[config.mk]
export PLATFORM = sky130hd
export DESIGN_NAME = instr_mem_loader_flat
export DESIGN_NICKNAME = d
export VERILOG_FILES = /design/src/rtl/instr_mem_loader_if.sv /design/src/rtl/instr_mem_loader.sv /design/src/flat_wrapper.sv
export SDC_FILE = /design/constraint.sdc
export NUM_CORES = 1
export LEC_CHECK = 0
export BUFFER_PORTS_ARGS = -buffer_cell sky130_fd_sc_hd__buf_4
export CORE_ASPECT_RATIO = 0.5
export CORE_MARGIN = 5
export CORE_UTILIZATION = 57
export CTS_BUF_LIST = sky130_fd_sc_hd__clkbuf_8 sky130_fd_sc_hd__clkbuf_16
export CTS_CLUSTER_SIZE = 28
export DETAILED_ROUTE_END_ITERATION = 6
export PLACE_DENSITY_LB_ADDON = 0.1
export REMOVE_ABC_BUFFERS = 1
export SETUP_SLACK_MARGIN = 0.2
export SLEW_MARGIN = 20
export SYNTH_ARGS = -nofsm -noshare
export SYNTH_HDL_FRONTEND = slang
export SYNTH_SLANG_ARGS = --single-unit
[constraint.sdc]
create_clock -name clk -period 2.9 [get_ports clk]
set_input_delay 0.58 -clock clk [delete_from_list [all_inputs] [get_ports clk]]
set_output_delay 0.58 -clock clk [all_outputs]
set_load 0.01 [all_outputs]
[src/rtl/instr_mem_loader_if.sv]
// Byte-stream input and instruction-memory write port of the boot loader.
// slave: loader side; master: byte source and memory side.
interface instr_mem_loader_if;
  logic        rx_valid;
  logic [7:0]  rx_data;
  logic        rx_ready;
  logic        wr_en;
  logic [31:0] wr_addr;
  logic [31:0] wr_data;

  modport slave (
    input  rx_valid,
    input  rx_data,
    output rx_ready,
    output wr_en,
    output wr_addr,
    output wr_data
  );

  modport master (
    output rx_valid,
    output rx_data,
    input  rx_ready,
    input  wr_en,
    input  wr_addr,
    input  wr_data
  );
endinterface

[src/rtl/instr_mem_loader.sv]
// Boot loader: parses A5/N/payload/XOR frames, writes little-endian words to
// instruction memory from address 0 and releases the core on a verified frame.
module instr_mem_loader #(
  parameter int unsigned MAX_WORDS = 256
) (
  input  logic                clk,
  input  logic                rst,
  instr_mem_loader_if.slave   bus,
  output logic                cpu_rst,
  output logic                load_done,
  output logic                err
);

  localparam int unsigned LEN_W  = 16;
  localparam int unsigned WORD_W = 32;
  localparam logic [7:0]  MAGIC  = 8'hA5;

  typedef enum logic [2:0] {
    IDLE   = 3'd0,
    LEN_LO = 3'd1,
    LEN_HI = 3'd2,
    DATA   = 3'd3,
    CSUM   = 3'd4,
    DONE   = 3'd5
  } state_e;

  state_e              state_q, state_d;
  logic [LEN_W-1:0]    len_q, len_d;
  logic [LEN_W-1:0]    idx_q, idx_d;
  logic [1:0]          bcnt_q, bcnt_d;
  logic [23:0]         word_q, word_d;
  logic [7:0]          xor_q, xor_d;
  logic                wr_en_q, wr_en_d;
  logic [WORD_W-1:0]   wr_addr_q, wr_addr_d;
  logic [WORD_W-1:0]   wr_data_q, wr_data_d;
  logic                rx_ready_q, rx_ready_d;
  logic                cpu_rst_q, cpu_rst_d;
  logic                load_done_q, load_done_d;
  logic                err_q, err_d;
  logic                accept;
  logic [LEN_W-1:0]    len_new;

  // State and output registers
  always_ff @(posedge clk) begin
    if (rst) begin
      state_q     <= IDLE;
      len_q       <= '0;
      idx_q       <= '0;
      bcnt_q      <= '0;
      word_q      <= '0;
      xor_q       <= '0;
      wr_en_q     <= 1'b0;
      wr_addr_q   <= '0;
      wr_data_q   <= '0;
      rx_ready_q  <= 1'b0;
      cpu_rst_q   <= 1'b1;
      load_done_q <= 1'b0;
      err_q       <= 1'b0;
    end else begin
      state_q     <= state_d;
      len_q       <= len_d;
      idx_q       <= idx_d;
      bcnt_q      <= bcnt_d;
      word_q      <= word_d;
      xor_q       <= xor_d;
      wr_en_q     <= wr_en_d;
      wr_addr_q   <= wr_addr_d;
      wr_data_q   <= wr_data_d;
      rx_ready_q  <= rx_ready_d;
      cpu_rst_q   <= cpu_rst_d;
      load_done_q <= load_done_d;
      err_q       <= err_d;
    end
  end

  // Frame parser: next state and register updates per accepted byte
  always_comb begin
    state_d   = state_q;
    len_d     = len_q;
    idx_d     = idx_q;
    bcnt_d    = bcnt_q;
    word_d    = word_q;
    xor_d     = xor_q;
    wr_en_d   = 1'b0;
    wr_addr_d = wr_addr_q;
    wr_data_d = wr_data_q;
    err_d     = err_q;
    accept    = bus.rx_valid && rx_ready_q;
    len_new   = {bus.rx_data, len_q[7:0]};

    case (state_q)
      IDLE: begin
        if (accept && (bus.rx_data == MAGIC)) begin
          err_d   = 1'b0;
          idx_d   = '0;
          xor_d   = '0;
          bcnt_d  = '0;
          state_d = LEN_LO;
        end
      end
      LEN_LO: begin
        if (accept) begin
          len_d   = {len_q[15:8], bus.rx_data};
          state_d = LEN_HI;
        end
      end
      LEN_HI: begin
        if (accept) begin
          len_d = len_new;
          if ((len_new == '0) || (32'(len_new) > MAX_WORDS)) begin
            err_d   = 1'b1;
            state_d = IDLE;
          end else begin
            state_d = DATA;
          end
        end
      end
      DATA: begin
        if (accept) begin
          xor_d  = xor_q ^ bus.rx_data;
          bcnt_d = bcnt_q + 2'd1;
          case (bcnt_q)
            2'd0: word_d[7:0]   = bus.rx_data;
            2'd1: word_d[15:8]  = bus.rx_data;
            2'd2: word_d[23:16] = bus.rx_data;
            default: begin
              // Lane 3 completes the word; emit it straight from the byte bus
              wr_data_d = {bus.rx_data, word_q};
              wr_addr_d = {14'b0, idx_q, 2'b00};
              wr_en_d   = 1'b1;
              idx_d     = idx_q + 16'd1;
              if (idx_q == (len_q - 16'd1)) begin
                state_d = CSUM;
              end
            end
          endcase
        end
      end
      CSUM: begin
        if (accept) begin
          if (bus.rx_data == xor_q) begin
            state_d = DONE;
          end else begin
            err_d   = 1'b1;
            state_d = IDLE;
          end
        end
      end
      DONE: begin
        state_d = DONE;
      end
      default: begin
        state_d = IDLE;
      end
    endcase

    rx_ready_d  = (state_d != DONE);
    cpu_rst_d   = (state_d != DONE);
    load_done_d = (state_d == DONE);
  end

  assign bus.rx_ready = rx_ready_q;
  assign bus.wr_en    = wr_en_q;
  assign bus.wr_addr  = wr_addr_q;
  assign bus.wr_data  = wr_data_q;
  assign cpu_rst      = cpu_rst_q;
  assign load_done    = load_done_q;
  assign err          = err_q;

endmodule

[src/flat_wrapper.sv]
// flat-port wrapper written by rule: the top's interface ports become plain ports
module instr_mem_loader_flat 
#(
  parameter int unsigned MAX_WORDS = 256
)
  (clk, rst, cpu_rst, load_done, err, bus_rx_valid, bus_rx_data, bus_rx_ready, bus_wr_en, bus_wr_addr, bus_wr_data);
  instr_mem_loader_if bus_i ();
  input  logic clk;
  input  logic rst;
  output logic cpu_rst;
  output logic load_done;
  output logic err;
  input wire logic [$bits(bus_i.rx_valid)-1:0] bus_rx_valid;
  input wire logic [$bits(bus_i.rx_data)-1:0] bus_rx_data;
  output wire logic [$bits(bus_i.rx_ready)-1:0] bus_rx_ready;
  output wire logic [$bits(bus_i.wr_en)-1:0] bus_wr_en;
  output wire logic [$bits(bus_i.wr_addr)-1:0] bus_wr_addr;
  output wire logic [$bits(bus_i.wr_data)-1:0] bus_wr_data;
  assign bus_i.rx_valid = bus_rx_valid;
  assign bus_i.rx_data = bus_rx_data;
  assign bus_rx_ready = bus_i.rx_ready;
  assign bus_wr_en = bus_i.wr_en;
  assign bus_wr_addr = bus_i.wr_addr;
  assign bus_wr_data = bus_i.wr_data;
  instr_mem_loader #(.MAX_WORDS(MAX_WORDS)) u_core (.clk(clk), .rst(rst), .bus(bus_i), .cpu_rst(cpu_rst), .load_done(load_done), .err(err));
endmodule
==> metrics.txt, run 1 <==
Peak VDD IR=0.399 mV; initial antenna violation count=0; Highest Clock Rate=405 MHz; Period minus WS final=2470 ps; Hold Path Class=in -> reg; Core ar.=approximately 9400 sq um; Cell Area, Placed=5970 sq um; die width=approximately 150 um; Reg power frac=0.455; Startpoint Class=flip-flop; clk_skew=slightly above 7 ps; post-synth cell types=50; CTS tree=yes; Max Root-Sink Buffers=2; vias=4781; DRT iter0 DRCs=about 230; switching part of the total power=0.225; Yosys top cell area share=0.442; total grt overflow=0; WL final=between 10000 and 15000 um; actual slew at the worst max-slew pin=between 800 and 900 ps; Arr. time, crit path=about 2800 ps; wire per inst=~15 um; slew margin rel.=0.432; Clk pin slew, worst setup/hold paths=around 50 ps; DRC viols=0; H-tree depth=4; Worst Setup Path Type=reg -> reg; P per Cell Area=567 nW/um^2; global-route usage over all layers=0.226; Root Driver=clkbuf_16; final setup vio count=0; LEAKAGE=2.39 nW; n_diodes=0; Hold Path Depth=2; Final Hold Vio Count=0; RSZ-0062 raised after global routing=no; fin area=around 6500 sq um; I/O Pins=80; Clock power frac=0.520; clock net sink count=~120; Initial Util=0.585; DP Worst Slack=295 ps; synth top area cells=dfxtp_1, nand2_1, a21oi_1, nand3_1, nor2_1; #FFs+latches synth=about 120; synth-to-layout area growth=17.8%; Die Span Y=79.6 um; Final period util=0.851; worst skew pair latency=410 ps; Comb pwr share=0.025; register area share after synthesis=0.442; Required @ worst endpoint=about 3300 ps; post-CTS sizing=0; P_int=0.00286 W; # rows=25; CP Max Fanout=8; switching power=0.000831 W; Post-DRT Antenna Nets=0; nets@finish=approximately 750; 1st-pass router iterations=5; Hold Buf Count CTS=0; Main synth FF type=dfxtp_1; die area=~12000 sq um; first-pass GRT wire length=about 22000 um; most common cell after layout, fill and taps aside=nand2_1; largest net degree at the start of global routing=a little under 100; Yosys warning count=0; asr flop ratio synth=0; Worst Reg-to-Reg Cells=6; crit end category=flip-flop; vias in the first global route=approximately 4400; Slew Viols, Final=0; layout cells sized above 1=0.148; DP HPWL=about 8400 um; RePlAce Congestion=0.892; most frequent cells in the layout=nand2_1, dfxtp_1, a21oi_1; Setup WS post-layout=431 ps; syn_area_per_cell=7.92 sq um; number of enable flip-flop cells after synthesis=0; I/O Buffers=63; total CTS buffers=17; post-synth top area cell=dfxtp_1; vias per inst=about 5.4; Setup TNS Final=0 ps; post-CTS setup buffer count=0; status=completed; Mapped Cells=between 600 and 700; Mapped Area=roughly 5500 sq um; max cap viols=0
-- stage by stage --
stage	util	hold WS [ps]	total power [W]	std cells
2_1_floorplan	-	426	0.00174	646
3_3_place_gp	0.632	442	0.00180	852
3_5_place_dp	0.632	445	0.00180	852
4_1_cts	0.689	415	0.00371	883
5_1_grt	0.689	428	0.00381	883
6_report	0.689	425	0.00369	883
-- per-layer routing --
| metal | GRT usage | routed length, um |
|---|---|---|
| met5 | 0 | 0 |
| met4 | 0.0603 | 113 |
| met2 | 0.361 | 5660 |
| met1 | 0.308 | 6380 |
| met3 | 0.0550 | 695 |
-- area by class of cell --
type	instances	area [sq um]
well taps	135	169
multi-input cells	511	2750
flip-flops and latches	122	2440
inverters	13	48.8
clock buffers	17	425
repair buffers	71	558
clock inverters	14	110
fillers	826	2940
-- cells in the mapped netlist, types with 3 or more instances --
master / count
nand2_1: 142
dfxtp_1: 122
a21oi_1: 104
nand3_1: 47
nor2_1: 45
clkbuf_1: 41
xnor2_1: 19
xor2_1: 19
buf_4: 18
o21ai_0: 18
nor3_1: 14
inv_1: 12
mux2i_1: 10
or3_1: 10
nand3b_1: 9
ha_1: 6
nand4_1: 5
nor4_1: 5
a2111oi_0: 3
buf_6: 3
o211ai_1: 3
o21ba_2: 3
or4_1: 3
-- sequential cells by signal (all words and copies together), names as in the netlist, 2 cells and up --
register / flops
u_core.bcnt_q: 2
u_core.len_q: 16
u_core.word_q: 24
u_core.idx_q: 16
u_core.bus.wr_addr: 16
u_core.xor_q: 8
u_core.bus.wr_data: 32
u_core.state_q: 3
-- cell families (layout without fill, tap and decap cells) --
group                      Yosys count  after routing  synth area share
and+or+nand+nor                    297            297             0.249
AOI/OAI and AO/OA                  144            144             0.145
DFF                                122            122             0.442
buffers and inverters               79            115            0.0709
xor gates and xnor gates            38             38            0.0603
muxes                               10             10            0.0181
adders and majority gates            6              6            0.0136
other                                1             16          0.000679
-- path summary, 6_finish.rpt --
check	startpoint	endpoint	slack, ps
worst max register to register	u_core.len_q[0]	u_core.state_q[2]	430
worst min-delay path	rst	u_core.len_q[2]	430
worst min register to register	u_core.word_q[0]	u_core.bus.wr_data[0]	440
worst max-delay path	u_core.len_q[0]	u_core.state_q[2]	430
-- power by group through the flow --
stage | clock [W] | sequential [W] | combinational [W]
floorplan | 0 | 0.00171 | 0.0000247
finish | 0.00192 | 0.00168 | 0.0000915
detailed placement | 0 | 0.00171 | 0.0000899
global placement | 0 | 0.00171 | 0.0000898
CTS | 0.00195 | 0.00168 | 0.0000905
global route | 0.00203 | 0.00168 | 0.0000994
-- critical path, stage by stage (launching register included) --
cell and delay (ps):
dfxtp_1 340, nor3_1 620, nand4_1 330, o31ai_1 290, o211ai_1 140, a2111oi_2 470
a22o_1 220
Power figures use the tool's default switching activity.
==> run 2: changes to the inputs <==
- CELL_PAD_IN_SITES_DETAIL_PLACEMENT: default -> 0
- CELL_PAD_IN_SITES_GLOBAL_PLACEMENT: default -> 1
- CORE_UTILIZATION: 57 -> 42
==> run 2 against run 1 <==
Routed wire length increased by 4.2%. Clock-buffer cell count unchanged. Clock power increased by 2%. Cell count increased by 4.8%. Worst setup slack improved by 53 ps. Power increased by 1.2%. Clock skew increased by 2.8 ps. Combinational power about the same. Critical endpoint is now u_core.state_q[0]. Largest cell class unchanged. Largest power group unchanged.
==> metrics.txt, run 2 (synthesized netlist as in run 1, its figures left out) <==
Post-DRT Antenna Nets=0; Final Hold Vio Count=0; # rows=29; most frequent cells in the layout=nand2_1, dfxtp_1, a21oi_1; RSZ-0062 raised after global routing=no; wire per inst=14.5 um; switching part of the total power=0.230; slew margin rel.=0.569; Period minus WS final=~2400 ps; vias in the first global route=approximately 4200; actual slew at the worst max-slew pin=644 ps; initial antenna violation count=0; switching power=0.000860 W; Setup TNS Final=0 ps; Worst Setup Path Type=reg -> reg; Peak VDD IR=0.364 mV; Highest Clock Rate=between 400 and 500 MHz; Slew Viols, Final=0; Clk pin slew, worst setup/hold paths=about 60 ps; total grt overflow=0; 1st-pass router iterations=4; vias per inst=~5.1; H-tree depth=4; I/O Pins=80; synth-to-layout area growth=19.5%; crit end category=flip-flop; CP Launch Point=u_core.len_q[0]; first-pass GRT wire length=22200 um; Required @ worst endpoint=approximately 3200 ps; nets@finish=759; largest net degree at the start of global routing=87; CP Max Fanout=5; DRC viols=0; Non-Filler Instances=925; post-CTS sizing=0; max cap viols=0; LEAKAGE=between 2 and 2.5 nW; total power=between 0.003 and 0.004 W; Comb pwr share=0.024; WHS=between 400 and 500 ps; Hold Buf Count CTS=0; layout cells sized above 1=0.156; Hold Path Class=reg -> reg; global-route usage over all layers=0.174; Startpoint Class=flip-flop; DP HPWL=around 9000 um; Max Root-Sink Buffers=2; placed cell count=~890; die width=172 um; n_diodes=0; P per Cell Area=566 nW/um^2; Worst Min Path Start=u_core.word_q[3]; max reg flops=32; status=completed; Final period util=0.833; die area=about 16000 sq um; I/O Buffers=63; Root Driver=clkbuf_16; final setup vio count=0; Clock power frac=0.526; Initial Util=0.432; worst skew pair latency=410 ps; total CTS buffers=17; clock net sink count=about 120; worst r2r src=u_core.len_q[0]; Reg power frac=0.450; CTS tree=yes; Core ar.=~13000 sq um; Arr. time, crit path=2720 ps; WL final=around 13000 um; post-CTS setup buffer count=0; RePlAce Congestion=just under 0.8; clk_skew=a little over 10 ps; DRT iter0 DRCs=335; P_int=0.00287 W; vias=around 4700; Die Span Y=roughly 90 um; most common cell after layout, fill and taps aside=nand2_1
-- run 2: cell count changes in the layout (fill, tap and decap cells not counted) --
| cell | delta |
|---|---|
| buf_12 | -1 |
| clkinv_2 | -2 |
| buf_4 | +7 |
| inv_6 | +2 |
| clkinv_4 | +1 |
-- run 2: power groups by stage --
stage	combinational (W)	clock (W)	sequential, W
2_1_floorplan	0.0000247	0	0.00171
3_3_place_gp	0.0000902	0	0.00171
3_5_place_dp	0.0000914	0	0.00171
4_1_cts	0.0000916	0.00201	0.00168
5_1_grt	0.000100	0.00210	0.00168
6_report	0.0000914	0.00196	0.00168
-- run 2: path summary, 6_finish.rpt --
kind | endpoint | cells after the start | slack [ps]
worst min register to register | u_core.bus.wr_data[3] | 2 | 440
worst max register to register | u_core.state_q[0] | 8 | 480
worst max-delay path | u_core.state_q[0] | 8 | 480
worst min-delay path | u_core.bus.wr_data[3] | 2 | 440
-- run 2: area by class of cell --
type                            instances  area [sq um]
Inverter                               13          48.8
Multi-Input combinational cell        511          2750
Tap cell                              170           213
Clock buffer                           17           425
Clock inverter                         15           126
Timing Repair Buffer                   77           591
Fill cell                            1266          6170
Sequential cell                       122          2440
-- run 2: critical path, stage by stage, from the launching register on --
cell and delay, ps:
dfxtp_1 350, inv_1 70, ha_1 220, or3b_2 520
or3_1 340, nand4_1 150, nor3_1 70, or3_1 440
o2bb2ai_1 140
-- run 2: routing by layer --
metal	vias up	share of wire	track usage
met5	-	0	0
met4	0	0.0073	0.0471
met3	10	0.043	0.0460
met2	78	0.43	0.253
met1	2176	0.52	0.253
li1	2415	-	-
-- run 2: per-stage QoR --
stage | instance area, sq um | utilization | setup slack, ps
floorplan | 5240 | - | 96.1
global placement | 6050 | 0.473 | 307
detailed placement | 6050 | 0.473 | 288
CTS | 6600 | 0.517 | 482
global route | 6600 | 0.517 | 367
finish | 6600 | 0.517 | 484
==> run 3: changes to the inputs <==
- clock period: 2.9 -> 2.4 ns (I/O delays scaled with it)
==> run 3 against run 2 <==
Combinational power up 46%. Hold slack got worse by 88 ps. Routed wire length rose by 8.1%. Die area unchanged. Critical endpoint is now u_core.state_q[2].
==> metrics.txt, run 3 (synthesized netlist as in run 1, its figures left out) <==
final setup vio count=0; Non-Filler Instances=around 970; worst skew pair latency=between 400 and 500 ps; Post-DRT Antenna Nets=0; total grt overflow=0; reg2reg end=u_core.state_q[2]; max cap viols=0; Root Driver=clkbuf_16; first-pass GRT wire length=22900 um; Highest Clock Rate=about 460 MHz; metal2 WL=around 6400 um; nets@finish=approximately 800; placed cell count=929; Period minus WS final=2180 ps; switching part of the total power=0.224; Clk pin slew, worst setup/hold paths=roughly 60 ps; Initial Util=0.432; Final period util=0.909; CP Max Fanout=5; global-route usage over all layers=0.181; fill count=1172; LEAKAGE=2.71 nW; vias in the first global route=between 4000 and 5000; most common cell after layout, fill and taps aside=nand2_1; RePlAce Congestion=0.850; Arr. time, crit path=between 2000 and 2500 ps; total CTS buffers=17; wire per inst=around 15 um; P_int=0.00383 W; synth-to-layout area growth=30.1%; 1st-pass router iterations=5; Hold Crit Endpoint=u_core.bus.wr_data[27]; layout cells sized above 1=0.236; CP Launch Point=u_core.len_q[6]; max reg flops=32; Hold Path Depth=3; initial antenna violation count=0; Max Root-Sink Buffers=2; r2r setup slk=between 200 and 250 ps; Final Hold Vio Count=0; actual slew at the worst max-slew pin=slightly below 600 ps; largest net degree at the start of global routing=53; Required @ worst endpoint=about 2700 ps; Comb pwr share=0.027; Peak VDD IR=0.409 mV; Worst Setup Path Type=reg -> reg; vias per inst=~5; vias=between 4000 and 5000; crit end category=flip-flop; clk_skew=9.00 ps; I/O Buffers=63; clock net sink count=~120; Startpoint Class=flip-flop; n_diodes=0; WL met3=~740 um; Die Span Y=just over 90 um; highest metal used=met4; die width=between 150 and 200 um; Setup TNS Final=0 ps; Worst Reg-to-Reg Cells=9; DP HPWL=9830 um; most frequent cells in the layout=nand2_1, buf_4, dfxtp_1; # rows=29; DRC viols=0; RSZ-0062 raised after global routing=yes; Hold Path Class=in -> reg; worst r2r src=u_core.len_q[6]; Worst Min Path Start=bus_rx_data[3]; Core ar.=between 10000 and 15000 sq um; I/O Pins=80; DRT iter0 DRCs=around 250; met1 WL=7160 um; slew margin rel.=0.607; Clock power frac=0.562; WL final=about 14000 um; CTS tree=yes; status=completed; die area=15700 sq um; switching power=roughly 0.0011 W; P per Cell Area=686 nW/um^2; Reg power frac=0.410; Slew Viols, Final=0; H-tree depth=4
## run 3: changes by cell type in the layout (fill, tap and decap cells not counted), sizes merged
| cell | before | now |
|---|---|---|
| bufinv | 1 | 4 |
| buf | 77 | 119 |
| clkinvlp | 4 | 2 |
| clkinv | 6 | 5 |
## run 3: power groups by stage
stage                     registers (W)  logic [W]  clock network, W
after floorplan                 0.00207  0.0000299                 0
after global placement          0.00207   0.000133                 0
after detailed placement        0.00207   0.000133                 0
after CTS                       0.00203   0.000134           0.00281
after global routing            0.00202   0.000145           0.00293
final                           0.00202   0.000133           0.00277
## run 3: repair_timing
item | in CTS | in global routing
gates resized for setup | 10 | 29
pin swaps | 1 | 12
hold buffers | 0 | 0
gates cloned | 0 | 0
endpoints found under the setup margin | 5 | 9
buffers inserted | 0 | 6
## run 3: per-layer routing
metal	GRT usage	up-vias
li1	-	2505
met1	0.258	2300
met2	0.275	109
met3	0.0438	11
met4	0.0438	0
met5	0	-
## run 3: worst max-delay path, stage by stage (launching register included)
cell       delay (ps)
dfxtp_4           360
nor4_4            250
buf_4             160
nand4_1            70
buf_4             170
or4_4             470
o211ai_1          160
a2111oi_4          80
buf_4             160
a22o_1            200
## run 3: worst max path at each step
| stage | endpoint | slack [ps] | cells after the start |
|---|---|---|---|
| 2_1_floorplan | u_core.xor_q[0] | -400 | 5 |
| 3_3_place_gp | u_core.idx_q[8] | 30 | 7 |
| 3_5_place_dp | u_core.idx_q[14] | -0.7 | 7 |
| 4_1_cts | u_core.state_q[1] | 180 | 8 |
| 5_1_grt | u_core.state_q[2] | 100 | 8 |
| 6_report | u_core.state_q[2] | 220 | 9 |
## run 3: per-stage QoR
stage	total power [W]	utilization	setup WS (ps)	area, sq um	hold WS, ps
2_1_floorplan	0.00210	-	-404	5240	426
3_3_place_gp	0.00220	0.496	28.3	6330	443
3_5_place_dp	0.00220	0.496	-0.737	6330	447
4_1_cts	0.00497	0.549	180	7010	350
5_1_grt	0.00510	0.562	103	7180	366
6_report	0.00493	0.562	217	7180	355
## run 3: final cells by class
class,count,area [sq um],share of cell area
multi-input cells,511,2910,0.405
flip-flops and latches,122,2460,0.342
repair buffers,119,918,0.128
clock buffers,17,425,0.0592
clock inverters,15,213,0.0296
well taps,170,213,0.0296
inverters,13,48.8,0.00679
